`config.mk`:
```
export PLATFORM = sky130hd
export DESIGN_NAME = top_k_sampler
export DESIGN_NICKNAME = d
export VERILOG_FILES = /design/src/rtl/top_k_sampler_pkg.sv /design/src/rtl/top_k_sampler_sample_addr_gen.sv /design/src/rtl/top_k_sampler.sv
export SDC_FILE = /design/constraint.sdc
export NUM_CORES = 1
export LEC_CHECK = 0
export CAP_MARGIN = 20
export CORE_AREA = 2 2 174 176
export DETAILED_ROUTE_END_ITERATION = 10
export DIE_AREA = 0 0 176 178
export PLACE_DENSITY = 0.7
export SETUP_SLACK_MARGIN = 0.02
export SYNTH_ARGS = -nofsm -noshare
export SYNTH_HDL_FRONTEND = slang
export SYNTH_HIERARCHICAL = 1
export SYNTH_SLANG_ARGS = --single-unit
```
`constraint.sdc`:
```
create_clock -name clk -period 17.09 [get_ports clk]
set_input_delay 3.418 -clock clk [delete_from_list [all_inputs] [get_ports clk]]
set_output_delay 3.418 -clock clk [all_outputs]
set_load 0.005 [all_outputs]
```
`src/rtl/top_k_sampler_pkg.sv`:
```
// Types and constants shared by the top-k sampler and its address generator.
package top_k_sampler_pkg;

  localparam int BEAT_WIDTH = 256;
  localparam int LANE_WIDTH = 32;

  typedef enum logic [3:0] {
    IDLE,
    GEN,
    CHECK,
    WAIT_DATA,
    PLACE,
    DONE_WAIT,
    ORDER,
    HOLD,
    ABORT_DRAIN
  } state_t;

  // Smallest all-ones mask covering num_keys-1, so each draw lands in range with probability >= 1/2.
  function automatic logic [31:0] key_mask(input logic [31:0] num_keys);
    logic [31:0] m;
    m = num_keys - 32'd1;
    m = m | (m >> 1);
    m = m | (m >> 2);
    m = m | (m >> 4);
    m = m | (m >> 8);
    m = m | (m >> 16);
    return m;
  endfunction

endpackage

```
`src/rtl/top_k_sampler_sample_addr_gen.sv`:
```
// Key-index generator: 32-bit maximal-length LFSR (x^32+x^22+x^2+x+1) masked to the key range.
module sample_addr_gen
  import top_k_sampler_pkg::*;
(
  input  logic        clk,
  input  logic        reset_n,
  input  logic        step,
  input  logic [31:0] num_keys,
  output logic [31:0] addr
);

  logic [31:0] lfsr_reg;
  logic        feedback;

  assign feedback = lfsr_reg[31] ^ lfsr_reg[21] ^ lfsr_reg[1] ^ lfsr_reg[0];

  always_ff @(posedge clk) begin
    if (!reset_n) begin
      lfsr_reg <= 32'd1;
    end else if (step) begin
      lfsr_reg <= {lfsr_reg[30:0], feedback};
    end
  end

  assign addr = lfsr_reg & key_mask(num_keys);

endmodule

```
`src/rtl/top_k_sampler.sv`:
```
// Random key sampler: draws key records from DDR, feeds their priorities to an external sorter,
// then hands off to the key-selection processors and waits for all enabled ones to finish.
module top_k_sampler
  import top_k_sampler_pkg::*;
#(
  parameter logic [63:0] DDR_BASE        = 64'd0,
  parameter int          ADDRESS_WIDTH   = 31,
  parameter int          KEY_STRIDE_LOG2 = 5,
  parameter int          PRI_LANE        = 2,
  parameter int          READ_LENGTH     = 32,
  parameter int          NUM_PROCS       = 8,
  parameter int          MAX_RETRY       = 64
) (
  input  logic                     clk,
  input  logic                     reset_n,
  input  logic                     start_update,
  input  logic                     abort,
  input  logic [31:0]              num_keys,
  input  logic [31:0]              max_n_values,
  input  logic [NUM_PROCS-1:0]     proc_mask,
  output logic                     control_fixed_location,
  output logic [ADDRESS_WIDTH-1:0] control_read_base,
  output logic [ADDRESS_WIDTH-1:0] control_read_length,
  output logic                     control_go,
  input  logic                     control_done,
  output logic                     user_read_buffer,
  input  logic                     user_data_available,
  input  logic [BEAT_WIDTH-1:0]    user_buffer_data,
  output logic                     sort_reset,
  output logic                     sort_en,
  output logic                     sort_place_en,
  output logic                     sort_wren,
  output logic                     sort_order,
  output logic [LANE_WIDTH-1:0]    sort_data,
  output logic                     start_key_process,
  input  logic [NUM_PROCS-1:0]     key_sel_done,
  output logic                     busy,
  output logic                     sample_error
);

  state_t               state_reg;
  logic [31:0]          sample_cnt_reg;
  logic [31:0]          retry_cnt_reg;
  logic [NUM_PROCS-1:0] finish_reg;
  logic                 done_seen_reg;
  logic                 beat_popped_reg;

  logic [31:0]          addr;
  logic                 addr_ok;
  logic                 lfsr_step;
  logic [31:0]          sample_target;
  logic [NUM_PROCS-1:0] finish_now;
  logic                 unused_beat;

  assign control_fixed_location = 1'b0;
  assign addr_ok       = addr < num_keys;
  assign sample_target = (max_n_values == 32'd0) ? 32'd1 : max_n_values;
  assign finish_now    = finish_reg | key_sel_done;
  assign unused_beat   = ^user_buffer_data;

  // A fresh draw is needed whenever the FSM heads into GEN.
  assign lfsr_step = !abort &&
                     ((state_reg == IDLE  && start_update) ||
                      (state_reg == CHECK && !addr_ok) ||
                      (state_reg == ORDER && sample_cnt_reg < sample_target && start_update));

  sample_addr_gen u_addr_gen (
    .clk      (clk),
    .reset_n  (reset_n),
    .step     (lfsr_step),
    .num_keys (num_keys),
    .addr     (addr)
  );

  always_ff @(posedge clk) begin
    if (!reset_n) begin
      state_reg           <= IDLE;
      sample_cnt_reg      <= '0;
      retry_cnt_reg       <= '0;
      finish_reg          <= '0;
      done_seen_reg       <= 1'b0;
      beat_popped_reg     <= 1'b0;
      control_read_base   <= '0;
      control_read_length <= '0;
      control_go          <= 1'b0;
      user_read_buffer    <= 1'b0;
      sort_reset          <= 1'b0;
      sort_en             <= 1'b0;
      sort_place_en       <= 1'b0;
      sort_wren           <= 1'b0;
      sort_order          <= 1'b0;
      sort_data           <= '0;
      start_key_process   <= 1'b0;
      busy                <= 1'b0;
      sample_error        <= 1'b0;
    end else begin
      control_go        <= 1'b0;
      user_read_buffer  <= 1'b0;
      sort_reset        <= 1'b0;
      sort_place_en     <= 1'b0;
      sort_wren         <= 1'b0;
      sort_order        <= 1'b0;
      start_key_process <= 1'b0;
      finish_reg        <= finish_now;
      // control_done may pulse before DONE_WAIT is reached, so remember it.
      if (control_done) done_seen_reg <= 1'b1;

      if (abort && (state_reg inside {IDLE, GEN, CHECK, ORDER, HOLD})) begin
        state_reg  <= IDLE;
        busy       <= 1'b0;
        sort_reset <= 1'b1;
        sort_en    <= 1'b0;
        finish_reg <= '0;
      end else if (abort && (state_reg inside {WAIT_DATA, PLACE, DONE_WAIT})) begin
        state_reg <= ABORT_DRAIN;
      end else begin
        case (state_reg)
          IDLE: begin
            retry_cnt_reg <= '0;
            // A session left open by ORDER keeps its sample count.
            if (!sort_en) sample_cnt_reg <= '0;
            if (start_update) begin
              state_reg    <= GEN;
              busy         <= 1'b1;
              sort_en      <= 1'b1;
              sample_error <= 1'b0;
            end
          end
          GEN: state_reg <= CHECK;
          CHECK: begin
            if (addr_ok) begin
              control_read_base   <= ADDRESS_WIDTH'(DDR_BASE) +
                                     (ADDRESS_WIDTH'(addr) << KEY_STRIDE_LOG2);
              control_read_length <= ADDRESS_WIDTH'(READ_LENGTH);
              control_go          <= 1'b1;
              retry_cnt_reg       <= '0;
              done_seen_reg       <= 1'b0;
              beat_popped_reg     <= 1'b0;
              state_reg           <= WAIT_DATA;
            end else if (retry_cnt_reg == 32'(MAX_RETRY - 1)) begin
              sample_error  <= 1'b1;
              sort_reset    <= 1'b1;
              sort_en       <= 1'b0;
              retry_cnt_reg <= '0;
              busy          <= 1'b0;
              state_reg     <= IDLE;
            end else begin
              retry_cnt_reg <= retry_cnt_reg + 32'd1;
              state_reg     <= GEN;
            end
          end
          WAIT_DATA: begin
            if (user_data_available) begin
              sort_data      <= user_buffer_data[PRI_LANE*LANE_WIDTH +: LANE_WIDTH];
              sort_place_en  <= 1'b1;
              sample_cnt_reg <= sample_cnt_reg + 32'd1;
              state_reg      <= PLACE;
            end
          end
          PLACE: begin
            sort_wren        <= 1'b1;
            user_read_buffer <= 1'b1;
            beat_popped_reg  <= 1'b1;
            state_reg        <= DONE_WAIT;
          end
          DONE_WAIT: begin
            if (control_done || done_seen_reg) begin
              sort_order <= 1'b1;
              state_reg  <= ORDER;
            end
          end
          ORDER: begin
            if (sample_cnt_reg >= sample_target) begin
              start_key_process <= 1'b1;
              state_reg         <= HOLD;
            end else if (start_update) begin
              state_reg <= GEN;
            end else begin
              busy      <= 1'b0;
              state_reg <= IDLE;
            end
          end
          HOLD: begin
            if ((finish_now & proc_mask) == proc_mask) begin
              sort_reset <= 1'b1;
              sort_en    <= 1'b0;
              finish_reg <= '0;
              busy       <= 1'b0;
              state_reg  <= IDLE;
            end
          end
          ABORT_DRAIN: begin
            if (user_data_available && !beat_popped_reg) begin
              user_read_buffer <= 1'b1;
              beat_popped_reg  <= 1'b1;
            end
            if (control_done || done_seen_reg) begin
              sort_reset <= 1'b1;
              sort_en    <= 1'b0;
              busy       <= 1'b0;
              state_reg  <= IDLE;
            end
          end
          default: begin
            busy      <= 1'b0;
            state_reg <= IDLE;
          end
        endcase
      end
    end
  end

endmodule

```
# Word-level counts from Yosys, hierarchy flattened
# Cells that the tools add are included.
[totals] input_bits=342 wordCells=167 ff_bits=179 out_inout_bits=105
[classes] n_reduce_logical=39 mux=55 bitwise=19 n_addsub=3 n_eq_ne=27 n_lt_le_gt_ge=3
[ops] cell="32-bit two-way mux" n=5
[ops] cell="32-bit one-hot mux with 2 select lines" n=2
[ops] cell="32-bit by 1-bit adder with 32-bit output (second input constant)" n=2
[ops] cell="32-bit less-than comparator" n=2
[ops] cell="4-bit one-hot mux with 9 select lines" n=1
[ops] cell="32-bit bitwise AND" n=1
[ops] cell="32-bit by 6-bit equality test with 1-bit output (second input constant)" n=1
[ops] cell="32-bit greater-or-equal comparator" n=1
[ops] cell="32-bit zero test" n=1
[ops] cell="32-bit by 16-bit bitwise OR with 32-bit output" n=1
[ops] cell="32-bit by 24-bit bitwise OR with 32-bit output" n=1
[ops] cell="32-bit by 28-bit bitwise OR with 32-bit output" n=1
[ops] cell="32-bit by 30-bit bitwise OR with 32-bit output" n=1
[ops] cell="32-bit by 31-bit bitwise OR with 32-bit output" n=1
[ops] cell="32-bit by 1-bit subtractor with 32-bit output (second input constant)" n=1
[ops] cell="1-bit two-way mux" n=30
[ops] cell="4-bit two-way mux" n=6
[ops] cell="8-bit two-way mux" n=3
[ops] cell="5-bit AND reduction" n=4
[ops] cell="4-bit OR reduction" n=5
[ops] cell="2-bit != test (second input constant)" n=9
[ops] cell="4-bit by 3-bit equality test with 1-bit output (second input constant)" n=4
[ops] cell="9-bit AND reduction" n=1
[ops] cell="8-bit bitwise AND" n=1
[ops] cell="31 further kinds" n=61

# Depth between registers and ports, before layout
# Gate-level depths: netlist of run 1.
[logic_depth] depth_word=13 mapped_depth=21

# Hierarchy
# Netlist of run 1, hierarchy kept.
[by_module_without_submodules] mod="top_k_sampler" cells_each=950 instances=1 area_per_inst_um2=7860.0
[by_module_without_submodules] mod="sample_addr_gen" cells_each=359 instances=1 area_per_inst_um2=2889.0

# Least setup slack after synthesis of run 1
# OpenSTA, ideal clock, no wires.
[synth_timing] path_kind="input -> register" startpoint="input num_keys[1]" endpoint="register u_addr_gen.lfsr_reg[17]" cell_stages=21 t_required_ns=16.973 arrival_ns=7.881 setup_slack_ns=9.092 cell_sequence="inv_1 -> ha_1 -> buf_2 -> nor3b_2 -> nand4_1 -> a2111oi_0 -> a21oi_2 -> nor4_4 -> buf_6 -> a21boi_1 -> ha_1 -> a21oi_1 -> o21ai_1 -> a221oi_1 -> o211ai_1 -> o21ai_0 -> a31oi_1 -> clkbuf_1 -> clkbuf_1 -> mux2i_1 -> nor2b_1"
[synth_via] elab_chain_cells=13
[synth_lines] element="start, declared" line="top_k_sampler.sv:18" text="input logic [31:0] num_keys,"
[synth_lines] element="32-bit by 1-bit subtractor with 32-bit output" line="top_k_sampler_pkg.sv:22" text="m = num_keys - 32'd1;"
[synth_lines] element="32-bit by 31-bit bitwise OR with 32-bit output" line="top_k_sampler_pkg.sv:23" text="m = m | (m >> 1);"
[synth_lines] element="32-bit by 30-bit bitwise OR with 32-bit output" line="top_k_sampler_pkg.sv:24" text="m = m | (m >> 2);"
[synth_lines] element="32-bit by 28-bit bitwise OR with 32-bit output" line="top_k_sampler_pkg.sv:25" text="m = m | (m >> 4);"
[synth_lines] element="32-bit by 24-bit bitwise OR with 32-bit output" line="top_k_sampler_pkg.sv:26" text="m = m | (m >> 8);"
[synth_lines] element="32-bit by 16-bit bitwise OR with 32-bit output" line="top_k_sampler_pkg.sv:27" text="m = m | (m >> 16);"
[synth_lines] element="32-bit bitwise AND" line="top_k_sampler_sample_addr_gen.sv:25" text="assign addr = lfsr_reg & key_mask(num_keys);"
[synth_lines] element="named net addr[21]" line="top_k_sampler.sv:48" text="logic [31:0] addr;"
[synth_lines] element="32-bit less-than comparator" line="top_k_sampler.sv:56" text="assign addr_ok = addr < num_keys;"
[synth_lines] element="1-bit zero test" line="top_k_sampler.sv:64" text="(state_reg == CHECK && !addr_ok) ||"
[synth_lines] element="1-bit logical AND" line="top_k_sampler.sv:64"
[synth_lines] element="1-bit logical OR" line="top_k_sampler.sv:63" text="((state_reg == IDLE && start_update) ||"
[synth_lines] element="1-bit logical OR" line="top_k_sampler.sv:64"
[synth_lines] element="1-bit logical AND" line="top_k_sampler.sv:62" text="assign lfsr_step = !abort &&"
[synth_lines] element="named net lfsr_step" line="top_k_sampler.sv:50" text="logic lfsr_step;"
[synth_lines] element="end signal, assigned" line="top_k_sampler_sample_addr_gen.sv:21" text="lfsr_reg <= {lfsr_reg[30:0], feedback};"
[synth_lines] element="end, declared" line="top_k_sampler_sample_addr_gen.sv:12" text="logic [31:0] lfsr_reg;"
# The timed path passes the listed nets, and every way through them passes these cells.
# A chain may end at the register's enable or synchronous reset.

# Worst setup path after layout of run 1
[layout_timing] startpoint="input num_keys[1]" endpoint="register u_addr_gen.lfsr_reg[0]"
# Same word-level chain as after synthesis.

==> flow_metrics.tcl, run 1 <==
set metrics [dict create \
    status "finished, final reports clean" \
    worst-setup-path-type "in -> reg" \
    ant_nets 0 \
    yosys-top-cells-count "dfxtp_1 (179), nor2_1 (126), nand2_1 (121)" \
    skew_ns 0.0118 \
    cts_tree "done" \
    dpl.hpwl_um 22200 \
    ys_top_cells_by_area "dfxtp_1 (33%), ha_1 (7.8%), nor2_1 (4.4%), nand2_1 (4.2%), xor2_1 (3.4%)" \
    finalSetupViolCount 0 \
    die_y_um 178 \
    cp-start-kind "input port" \
    clock-sinks 179 \
    remaining_drc_errors 0 \
    grtUsageMet3_pct 3.60 \
    crit_arrival_ns 9.73 \
    synth.most_common_cell "dfxtp_1" \
    drv_cap 0 \
    ir_worst_vdd_uv 70.5 \
    die_area_um2 31300 \
    multi_input_area_um2 6450 \
    antennaDiodeCount 0 \
    critPathBufInv 4 \
    p_leak_nw 5.02 \
    start_util_pct 36.6 \
    avgSynthCellArea_um2 8.21 \
    syn_to_final_growth_pct 25.0 \
    grt_pass1_wl_um 46200 \
    grt_overflow 0 \
    yosys.area.top_type "dfxtp_1" \
    coreArea_um2 29400 \
    holdBufCountCts 0 \
    fin_crit_sh_pct 55.3 \
    synth_enable_flop_cells 0 \
    grt_max_degree 39 \
    cts_setup_buffers 0 \
    grt_util_all_layers_pct 18.1 \
    dp_cells 1840 \
    ys_types 82 \
    rsz0062_at_grt "no" \
    syn_area_um2 10700 \
    final-seq-area_um2 3580 \
    clk_pin_slew_ns 0.06 \
    clockBufferDepth 2 \
    gp_congestion 0.933 \
    synth_top_area_share_pct 33.3 \
    relSlewSlack_pct 29.3 \
    antenna_found_initial 0 \
    crit_fanout 33 \
    layout-drive-gt1-share_pct 5.11 \
    worst_path_largest_cell_delay_ns 0.60 \
    use_met2_pct 30.7 \
    grt_pass1_vias 9311 \
    post_drt_via_cell_ratio 5.21 \
    timing.fmax_mhz 106 \
    cts_resized 0 \
    critPathCaptureType "flop" \
    crit_required_ns 17.37 \
    synth_warnings 6 \
    htreeDepth 4 \
    use_met1_pct 22.9 \
    cts_root_buf "clkbuf_16" \
    cp_cell_sequence "clkdlybuf4s50_1, inv_1, ha_1, nor3b_2, nand2_1, o31ai_1, nand3_1, nor4_4, buf_4, a21boi_1, ha_1, nand4_1, nor4_1, o31a_1, o21ai_0, a31oi_4, buf_4, and3_1, o21ai_0" \
    hold_viol_final 0 \
    critPathSlowestCell "clkdlybuf4s50_1" \
    place.port_buffers 186 \
    die_w_um 176 \
    wl_um 29000 \
    final_nets 1882 \
    numCtsBuffers 17 \
    drt_iter0_drc 730 \
    drt-pass1-iter-count 7 \
    synthArstFlopShare_pct 0 \
    vias 9781 \
    clock_latency_ns 0.42 \
    finalNonFillerCells 1876 \
    busiest_layer "met2" \
    period_needed_ns 9.45 \
    finalSetupTns_ns 0 \
    ys_seq_elements 179 \
    row_count 63 \
    io_pins 447 \
    pwr_density_cell_nw_per_um2 67.3 \
    cp_top_family "simple AND/OR/NAND/NOR gates" \
    maxSlewViolCount 0 \
    avgRoutedWirePerCell_um 15.4 \
    fill_cells 2868 \
    worstMarginPinSlew_ns 1.05 \
    hold_path.class "reg -> reg" \
    ys_dominant_reg_cell "dfxtp_1" \
    synth_cells 1309 \
    yosysSeqAreaShare_pct 33.3 \
]
## final cells by class
cell class,count,share of cell area [%]
Inverter,97,2.71
Timing Repair Buffer,196,14.9
Clock buffer,21,3.35
Clock inverter,11,0.754
Multi-Input combinational cell,982,48.0
Tap cell,390,3.63
Sequential cell,179,26.7
## cell usage in the layout, fill, tap and decap left out, types with 40 or more instances in the layout
master,n
a21oi_1,71
clkdlybuf4s50_1,186
dfxtp_1,179
ha_1,67
inv_1,97
nand2_1,121
nand3_1,43
nand4_1,40
nor2_1,125
nor2b_1,43
xor2_1,42
## worst paths after layout
kind	start	end	slack, ns	cells after the start
setup reg to reg	u_addr_gen/lfsr_reg[31]	u_addr_gen/lfsr_reg[0]	13.48	10
hold reg to reg	sort_data[29]	sort_data[29]	0.45	2
hold / removal	sort_data[29]	sort_data[29]	0.45	2
setup / recovery	num_keys[1]	u_addr_gen/lfsr_reg[0]	7.64	19
## report_power, final
part           switching [W]  internal (W)
Clock               0.000165      0.000206
Combinational      0.0000582     0.0000509
Sequential        0.00000439      0.000421
Total               0.000228      0.000677
## stage by stage
stage	utilization, %	hold slack [ns]	setup slack (ns)	area [µm²]	total power, W
CTS	45.4	0.456	7.73	13300	0.000914
finish	45.7	0.454	7.64	13400	0.000905
floorplan	-	0.436	9.09	10900	0.000496
global placement	43.5	0.441	7.34	12800	0.000539
detailed placement	43.5	0.447	7.28	12800	0.000541
global route	45.7	0.468	7.14	13400	0.000944
## routing by layer
metal | share of wire, % | routed length [µm]
met5 | 0 | 0
met4 | 2.4 | 708
met3 | 5.6 | 1610
met2 | 48 | 13800
met1 | 44 | 12800
## cell families (layout without fill, tap and decap cells)
group                    after synthesis  count (layout)  synth area share [%]
multiplexers                          35              35                  3.26
adder cells (fa/ha/maj)               67              67                  7.80
flip-flops                           179             179                  33.3
AND/OR/NAND/NOR                      546             546                  27.3
XOR/XNOR                              69              69                  5.62
AO/OA/AOI/OAI                        229             229                  14.6
buffers and inverters                183             325                  8.01
other                                  1              36                0.0349
## worst register-to-register path, cell delays in order, from the launching register on
cell	delay, ns
dfxtp_1	0.38
and2_1	0.17
ha_1	0.29
nand4_1	0.20
nor4_1	0.55
o31a_1	0.47
o21ai_0	0.32
a31oi_4	0.29
buf_4	0.48
and3_1	0.25
o21ai_0	0.07
No activity file was read; power rests on OpenSTA's default activity.
==> run 2: changes to the inputs <==
CORE_AREA = 2 2 172 174   (was 2 2 174 176)
DIE_AREA = 0 0 174 176   (was 0 0 176 178)
PLACE_DENSITY = 0.74   (was 0.7)
clock period = 8.3 ns   (was 17.09 ns; I/O delays follow)
==> flow_metrics.tcl, run 2 (same netlist as run 1, synthesis figures left out) <==
set metrics [dict create \
    antenna_found_initial 0 \
    maxSlewViolCount 0 \
    status "finished, final reports clean" \
    critPathBufInv 4 \
    fin_crit_sh_pct 83.5 \
    grt_pass1_wl_um 46700 \
    relSlewSlack_pct 42.7 \
    cts_setup_buffers 0 \
    start_util_pct 37.7 \
    r2r_start "u_addr_gen/lfsr_reg[23]" \
    cp-start-kind "input port" \
    ir_worst_vdd_uv 140 \
    numCtsBuffers 17 \
    finalNonFillerCells 1881 \
    p_leak_nw 5.09 \
    antennaDiodeCount 0 \
    post_drt_via_cell_ratio 5.30 \
    hold_path.class "reg -> reg" \
    finalSetupViolCount 0 \
    clock_latency_ns 0.42 \
    crit_start "num_keys[3]" \
    die_w_um 174 \
    final_cell_mix "clkdlybuf4s50_1 (186), dfxtp_1 (179), nor2_1 (125)" \
    grt_overflow 0 \
    crit_top_cell "buf_4" \
    hold_start "sort_data[4]" \
    avgRoutedWirePerCell_um 15.3 \
    ant_nets 0 \
    dp_cells 1846 \
    grt_max_degree 41 \
    pwr_density_cell_nw_per_um2 138 \
    crit_arrival_ns 7.24 \
    fin_ws_ns 1.37 \
    clockBufferDepth 2 \
    hold_viol_final 0 \
    dp_slack_ns 1.07 \
    holdBufCountCts 0 \
    syn_to_final_growth_pct 25.9 \
    cts_resized 0 \
    grt_pass1_vias 9474 \
    wl_um 28900 \
    crit_required_ns 8.61 \
    period_needed_ns 6.93 \
    grt_util_all_layers_pct 18.5 \
    switching_power_w 0.000491 \
    p_comb_share_pct 12.2 \
    die_y_um 176 \
    gp_congestion 0.951 \
    drt-pass1-iter-count 5 \
    sw_frac_of_total_pct 26.3 \
    drv_cap 0 \
    worstMarginPinSlew_ns 0.847 \
    cp_cell_sequence "clkdlybuf4s50_1, or4_1, or4_4, o31ai_2, a31oi_1, nor4_4, buf_4, a21boi_1, ha_1, nand4_1, nor4_1, o31a_1, o21ai_0, buf_4, a31oi_4, buf_12, mux2i_1, nor2b_1" \
    drt_iter0_drc 688 \
    worst-setup-path-type "in -> reg" \
    cts_root_buf "clkbuf_16" \
    final_nets 1893 \
    rsz0062_at_grt "no" \
    remaining_drc_errors 0 \
    htreeDepth 4 \
    intPower_w 0.00138 \
    finalSetupTns_ns 0 \
    clk_pin_slew_ns 0.06 \
    cts_tree "done" \
    clock-sinks 179 \
    critPathSlowestCell "or4_1" \
    row_count 62 \
    worst_path_largest_cell_delay_ns 0.78 \
    coreArea_um2 28500 \
    die_area_um2 30600 \
    timing.fmax_mhz 144 \
    place.port_buffers 186 \
    layout-drive-gt1-share_pct 6.01 \
    crit_fanout 33 \
    final_common_cell "clkdlybuf4s50_1" \
    dpl.hpwl_um 22000 \
    skew_ns 0.0116 \
    clock_power_share_pct 40.9 \
    vias 9975 \
    p_seq_share_pct 46.9 \
    critPathCaptureType "flop" \
    cp_top_family "simple AND/OR/NAND/NOR gates" \
    io_pins 447 \
]
[run 2: power groups by stage]
stage | Clock (W) | Sequential [W] | Combinational [W]
after global routing | 0.000826 | 0.000876 | 0.000248
after floorplan | 0 | 0.000891 | 0.000131
after global placement | 0 | 0.000895 | 0.000217
final | 0.000765 | 0.000876 | 0.000227
after CTS | 0.000786 | 0.000875 | 0.000222
after detailed placement | 0 | 0.000895 | 0.000221
[run 2: cell type report]
cell class | count | area, µm²
clock buffer | 18 | 439
clock inverter | 14 | 115
fill | 2813 | 15000
inverter | 97 | 364
multi-input combinational | 982 | 6450
sequential | 179 | 3580
tap | 384 | 480
timing repair buffer | 207 | 2090
[run 2: stage by stage]
step	util, %	power, W	hold slack, ns	area (µm²)
after global routing	47.4	0.00195	0.477	13500
after detailed placement	45.2	0.00112	0.446	12900
after global placement	45.2	0.00111	0.441	12900
after floorplan	-	0.00102	0.436	10900
after CTS	47.1	0.00188	0.456	13400
final	47.4	0.00187	0.452	13500
[run 2: worst paths after layout]
path | to | slack (ns) | cells after the start
worst max-delay path | u_addr_gen/lfsr_reg[20] | 1.37 | 18
worst min register to register | sort_data[4] | 0.45 | 2
worst min-delay path | sort_data[4] | 0.45 | 2
worst max register to register | u_addr_gen/lfsr_reg[20] | 4.99 | 11
[run 2: worst min-delay path, delay by kind of cell (launching register included)]
family           cells  cell delay [ns]
flip-flops           1             0.31
AND/OR/NAND/NOR      1             0.05
AO/OA/AOI/OAI        1             0.05
[run 2: routing by layer]
| layer | routed length (µm) | share of wire (%) | vias to the layer above | track usage [%] |
|---|---|---|---|---|
| li1 | - | - | 4946 | - |
| met3 | 1770 | 6.1 | 54 | 4.26 |
| met1 | 12400 | 43 | 4657 | 22.9 |
| met4 | 858 | 3.0 | 0 | 7.14 |
| met2 | 13800 | 48 | 318 | 31.2 |
| met5 | 0 | 0 | - | 0 |
